## src/rtl/team_06_sram_arbiter.sv

```systemverilog
// Round-robin arbiter sharing one wishbone manager between a write requester
// (audio record) and a read requester (playback/delay). One transaction is in
// flight at a time; a cycle counter aborts transactions whose manager never
// finishes.
module team_06_sram_arbiter #(
    parameter int unsigned TIMEOUT = 255
) (
    input  logic        clk,
    input  logic        rst,
    // write requester
    input  logic        wr_req,
    input  logic [31:0] wr_addr,
    input  logic [31:0] wr_data,
    input  logic [3:0]  wr_sel,
    output logic        wr_gnt,
    output logic        wr_done,
    // read requester
    input  logic        rd_req,
    input  logic [31:0] rd_addr,
    output logic        rd_gnt,
    output logic        rd_done,
    output logic [31:0] rd_data,
    // wishbone manager side
    output logic [31:0] mgr_adr,
    output logic [31:0] mgr_dat_o,
    output logic [3:0]  mgr_sel,
    output logic        mgr_write,
    output logic        mgr_read,
    input  logic [31:0] mgr_dat_i,
    input  logic        mgr_busy,
    // status
    output logic        timeout_err
);

    // Counter only ever reaches TIMEOUT, so size it to hold exactly that.
    localparam int unsigned CW = (TIMEOUT < 1) ? 1 : $clog2(TIMEOUT + 1);
    localparam logic [CW-1:0] TO_CNT = CW'(TIMEOUT);

    typedef enum logic [2:0] {
        IDLE,
        ISSUE,
        WAIT_BUSY,
        WAIT_DONE,
        COMPLETE
    } state_e;

    state_e        state_q, state_d;
    logic [CW-1:0] cnt_q, cnt_d;
    logic          is_wr_q, is_wr_d;      // current winner: 1 = write
    logic          last_wr_q, last_wr_d;  // last served: 1 = write
    logic [31:0]   adr_q, adr_d;
    logic [31:0]   dat_q, dat_d;
    logic [3:0]    sel_q, sel_d;
    logic [31:0]   rd_data_q, rd_data_d;
    logic          terr_q, terr_d;
    logic          pick_wr;
    logic          abort;

    // State and datapath registers; synchronous reset abandons any transaction.
    always_ff @(posedge clk) begin
        if (rst) begin
            state_q   <= IDLE;
            cnt_q     <= '0;
            is_wr_q   <= 1'b0;
            last_wr_q <= 1'b0;   // read counts as last served: write wins first tie
            adr_q     <= '0;
            dat_q     <= '0;
            sel_q     <= '0;
            rd_data_q <= '0;
            terr_q    <= 1'b0;
        end else begin
            state_q   <= state_d;
            cnt_q     <= cnt_d;
            is_wr_q   <= is_wr_d;
            last_wr_q <= last_wr_d;
            adr_q     <= adr_d;
            dat_q     <= dat_d;
            sel_q     <= sel_d;
            rd_data_q <= rd_data_d;
            terr_q    <= terr_d;
        end
    end

    // Next-state logic: arbitration, manager handshake tracking and timeout.
    always_comb begin
        state_d   = state_q;
        cnt_d     = cnt_q;
        is_wr_d   = is_wr_q;
        last_wr_d = last_wr_q;
        adr_d     = adr_q;
        dat_d     = dat_q;
        sel_d     = sel_q;
        rd_data_d = rd_data_q;
        terr_d    = terr_q;
        pick_wr   = 1'b0;
        abort     = 1'b0;

        case (state_q)
            IDLE: begin
                if (wr_req || rd_req) begin
                    // Write wins when alone, or on a tie when read was served last.
                    pick_wr = wr_req && (!rd_req || !last_wr_q);
                    is_wr_d = pick_wr;
                    cnt_d   = '0;
                    state_d = ISSUE;
                    if (pick_wr) begin
                        adr_d = wr_addr;
                        dat_d = wr_data;
                        sel_d = wr_sel;
                    end else begin
                        adr_d = rd_addr;
                        dat_d = '0;
                        sel_d = 4'hF;
                    end
                end
            end
            ISSUE: begin
                cnt_d   = cnt_q + CW'(1);
                state_d = WAIT_BUSY;
            end
            WAIT_BUSY: begin
                cnt_d = cnt_q + CW'(1);
                if (cnt_q == TO_CNT) begin
                    abort = 1'b1;
                end else if (mgr_busy) begin
                    state_d = WAIT_DONE;
                end
            end
            WAIT_DONE: begin
                cnt_d = cnt_q + CW'(1);
                // A finish on the deadline cycle still counts as a real finish.
                if (!mgr_busy) begin
                    state_d = COMPLETE;
                    if (!is_wr_q) begin
                        rd_data_d = mgr_dat_i;
                    end
                end else if (cnt_q == TO_CNT) begin
                    abort = 1'b1;
                end
            end
            COMPLETE: begin
                last_wr_d = is_wr_q;
                cnt_d     = '0;
                state_d   = IDLE;
            end
            default: begin
                state_d = IDLE;
            end
        endcase

        if (abort) begin
            state_d = COMPLETE;
            terr_d  = 1'b1;
            if (!is_wr_q) begin
                rd_data_d = '0;
            end
        end
    end

    // Pulses decode straight from state; the winner bit steers them, so
    // the two requesters and the two strobes can never fire together.
    assign wr_gnt      = (state_q == ISSUE)    &&  is_wr_q;
    assign rd_gnt      = (state_q == ISSUE)    && !is_wr_q;
    assign mgr_write   = (state_q == ISSUE)    &&  is_wr_q;
    assign mgr_read    = (state_q == ISSUE)    && !is_wr_q;
    assign wr_done     = (state_q == COMPLETE) &&  is_wr_q;
    assign rd_done     = (state_q == COMPLETE) && !is_wr_q;

    assign mgr_adr     = adr_q;
    assign mgr_dat_o   = dat_q;
    assign mgr_sel     = sel_q;
    assign rd_data     = rd_data_q;
    assign timeout_err = terr_q;

endmodule

```

## config.mk

```make
export PLATFORM = sky130hd
export DESIGN_NAME = team_06_sram_arbiter
export DESIGN_NICKNAME = d
export VERILOG_FILES = /design/src/rtl/team_06_sram_arbiter.sv
export SDC_FILE = /design/constraint.sdc
export NUM_CORES = 1
export LEC_CHECK = 0
export CAP_MARGIN = 20
export CELL_PAD_IN_SITES_DETAIL_PLACEMENT = 1
export CELL_PAD_IN_SITES_GLOBAL_PLACEMENT = 1
export CORE_MARGIN = 4
export CORE_UTILIZATION = 27
export CTS_CLUSTER_DIAMETER = 30
export DETAILED_ROUTE_END_ITERATION = 16
export PLACE_DENSITY = 0.76
export SLEW_MARGIN = 20
export SYNTH_ARGS = -nofsm -noshare
export SYNTH_HDL_FRONTEND = slang
export SYNTH_SLANG_ARGS = --single-unit
```

## constraint.sdc

```tcl
create_clock -name clk -period 1.8 [get_ports clk]
set_input_delay 0.45 -clock clk [delete_from_list [all_inputs] [get_ports clk]]
set_output_delay 0.45 -clock clk [all_outputs]
set_load 0.05 [all_outputs]
```

==> summary.md <==
| Metric | Value |
|---|---|
| Status | `complete, but fails checks` |
| Starting density of the core | `between 20% and 30%` |
| First-pass GRT wire length | `~25000 um` |
| RSZ-0062 raised after global routing | `yes` |
| Antenna violations before repair | `0` |
| Worst reg2reg endpoint | `mgr_dat_o[2]` |
| Final Util | `between 40% and 50%` |
| Die Height | `135 um` |
| IR Drop Worst-Case VDD | `0.662 mV` |
| Clock transition at the registers of the reported paths | `around 0.05 ns` |
| CTS Sinks | `around 110` |
| Drt first pass iters | `4` |
| Die Width | `135 um` |
| CP max stage cell | `dfxtp_4` |
| Slew margin rel. | `56.7%` |
| Setup slack, reg-to-reg | `0.07 ns` |
| Synth top area share | `a little over half` |
| Post-Syn Area per Cell | `9.18 um2` |
| Nets | `872` |
| CP delay by family, top | `buffers and inverters` |
| # Max-Cap Violations | `0` |
| Failing checks | `setup timing` |
| Worst EP required | `roughly 1.4 ns` |
| Worst Max-Slew Pin Slew | `0.648 ns` |
| Final TNS setup | `-0.496 ns` |
| Number of H-tree levels | `4` |
| Hold EP | `rd_data[10]` |
| Port buffer count | `around 240` |
| Minimum clock period | `~1.9 ns` |
| I/O pin count | `approximately 240` |
| Core Footprint | `15900 um2` |
| Cell taking the most area after synthesis | `dfxtp_1` |
| # setup viols final | `6` |
| Register bit total from synthesis | `114` |
| CP bufs+invs | `3` |
| Largest net degree at the start of global routing | `just over 50` |
| GRT Total Usage | `17.5%` |
| Main flop type after synthesis | `dfxtp_1` |
| RR Startpoint | `state_q[1]` |
| Post-Synthesis Cells | `around 480` |
| Commonest non-fill, non-tap cell in the layout | `clkdlybuf4s50_1` |
| Vias per cell | `4.76` |
| CP Capture Type | `output port` |
| Final WS setup | `-0.0975 ns` |
| Fmax | `about 0.53 GHz` |
| Worst-case clock buffer depth | `2` |
| Vias in the first global route | `4867` |
| Die area | `~18000 um2` |
| Skew final | `0.0123 ns` |
| Synth top area cells | `dfxtp_1 52%, mux2i_1 7.3%, nor2_1 6.2%, nand2_1 5.7%, a211oi_1 5.5%` |
| Layout cells sized above 1 | `approximately a quarter` |
| ANT cells | `0` |
| Cell Rows | `46` |
| DR iter-0 viols | `roughly 110` |
| Crit path launch type | `register` |
| Post-synth cell types | `38` |
| Worst-skew pair later-pin latency | `slightly above 0.4 ns` |
| Post-synthesis sequential area ratio | `between 50% and 60%` |
| WL final | `16500 um` |
| Fin. max-slew vios | `0` |
| Period Utilization, post-route | `105%` |
| Area Growth Syn to Fin | `78.8%` |
| DPL Wire Length | `~12000 um` |
| Worst Setup SP | `state_q[1]` |
| LEAKAGE | `3.27 nW` |
| CTS tree | `built` |
| Hold Fails Final Rpt | `0` |
| FF-to-FF path depth | `6` |
| Mapped cell area | `4370 um2` |
| Commonest non-fill, non-tap cells in the layout | `133 x clkdlybuf4s50_1, 124 x buf_4, 110 x dfxtp_1, 68 x nor2_1, 66 x nand2_1` |
| DRC violations left | `0` |
| Fill count | `about 1800` |
| Data arrival, critical path | `around 1.5 ns` |
| Max incr delay on CP | `around 0.36 ns` |
| Post-CTS Hold Fix Bufs | `0` |
| Vias post-DR | `roughly 4600` |
| Synthesized Nets | `a little over 600` |
| Post-synth EDFFs | `0` |
| Power Dens Cells | `between 1000 and 1500 nW/um2` |
| Hold Crit Start | `rd_data[10]` |
| Async SR Flop Fraction | `0%` |
| Per-cell routed wire length | `about 17 um` |
| Root buf cell | `clkbuf_16` |
| Gr ovfl total | `0` |
| Worst Path Class, Setup | `register to output port` |
| Yosys warnings | `0` |
| Final ANT Viol Nets | `0` |
| GP Congestion | `0.761` |
| Worst hold stages | `2` |
| CTS buffer count | `17` |
| Critical-path cell list | `buf_6, nor4b_4, buf_4, buf_12` |
| Hold Crit Class | `register to register` |
| CP max FO | `5` |
==> cells by family (layout without fill, tap and decap cells) <==
logic type,Yosys count,after routing,share of synthesized area [%]
xor gates and xnor gates,6,6,1.20
muxes,32,32,7.33
buffers and inverters,43,313,4.64
adders and majority gates,1,1,0.286
AOI/OAI and AO/OA,118,118,18.4
DFF,114,114,52.2
and+or+nand+nor,162,162,16.0
==> worst max path at each step <==
stage,endpoint,cells past startpoint,slack (ns)
2_1_floorplan,wr_gnt,4,-0.20
3_3_place_gp,mgr_dat_o[22],5,-0.57
3_5_place_dp,mgr_dat_o[19],5,-0.71
4_1_cts,wr_gnt,4,-0.13
5_1_grt,wr_gnt,4,-0.18
6_report,mgr_read,4,-0.1
==> registers in the layout, summed over array words and instances, names as in the netlist <==
name,cells
mgr_adr,32
rd_data,32
mgr_dat_o,32
cnt_q,8
is_wr_q,1
mgr_sel,4
state_q,3
last_wr_q,1
timeout_err,1
==> power breakdown <==
| group | total (mW) | internal, mW | leakage [nW] | switching, mW |
|---|---|---|---|---|
| registers | 2.87 | 2.73 | 0.935 | 0.142 |
| logic | 2.21 | 0.918 | 2.03 | 1.29 |
| clock network | 3.41 | 2.32 | 0.303 | 1.09 |
==> per-layer routing <==
metal / vias to the layer above / global-route usage [%] / part of all wire [%]
met4: 0 / 7.56 / 3.1
met2: 147 / 33.0 / 55
met1: 2213 / 17.7 / 36
li1: 2188 / - / -
met3: 30 / 5.24 / 5.9
met5: - / 0 / 0
==> synthesized netlist by cell type (2+ instances only) <==
master and instances:
a211oi_1 32, a21o_1 2, a21oi_1 37, a22o_1 13, a22oi_1 20, and2_1 2, and3_1 4, buf_2 21
buf_4 2, clkbuf_1 17, dfxtp_1 114, inv_1 2, mux2i_1 32, nand2_1 66, nor2_1 72, nor3_1 4
o2111ai_1 3, o211ai_1 3, o21ai_1 2, o22ai_1 4, or4_1 2, xor2_1 6
==> layout make-up <==
type                       count  area [um2]  share of cell area (%)
sequential                   114        2290                    29.4
inverter                       2        7.51                  0.0960
timing repair buffer         280        2670                    34.1
clock buffer                  28         547                    6.99
clock inverter                 3        65.1                   0.832
multi-input combinational    319        1970                    25.2
tap                          216         270                    3.46
==> worst register-to-register path: cells and delay by family (launching register included) <==
kind,cells,cell delay (ns)
and+or+nand+nor,2,0.57
buffers and inverters,3,0.49
DFF,1,0.36
AOI/OAI and AO/OA,1,0.18
==> through the flow <==
stage | hold slack (ns) | cells | instance area [um2] | worst slack, ns | power [mW]
floorplan | 0.452 | 476 | 4440 | -0.201 | 4.11
global placement | 0.445 | 925 | 7050 | -0.567 | 4.96
detailed placement | 0.449 | 925 | 7050 | -0.710 | 5.02
CTS | 0.457 | 959 | 7730 | -0.128 | 8.54
global route | 0.468 | 962 | 7820 | -0.175 | 8.86
finish | 0.455 | 962 | 7820 | -0.0975 | 8.49
==> what timing repair did <==
action,CTS,global route
pin swaps,1,2
resized for setup,9,14
setup endpoints to repair,34,25
buffers inserted,2,2
cloned,1,1
No activity file was read; power rests on OpenSTA's default activity.
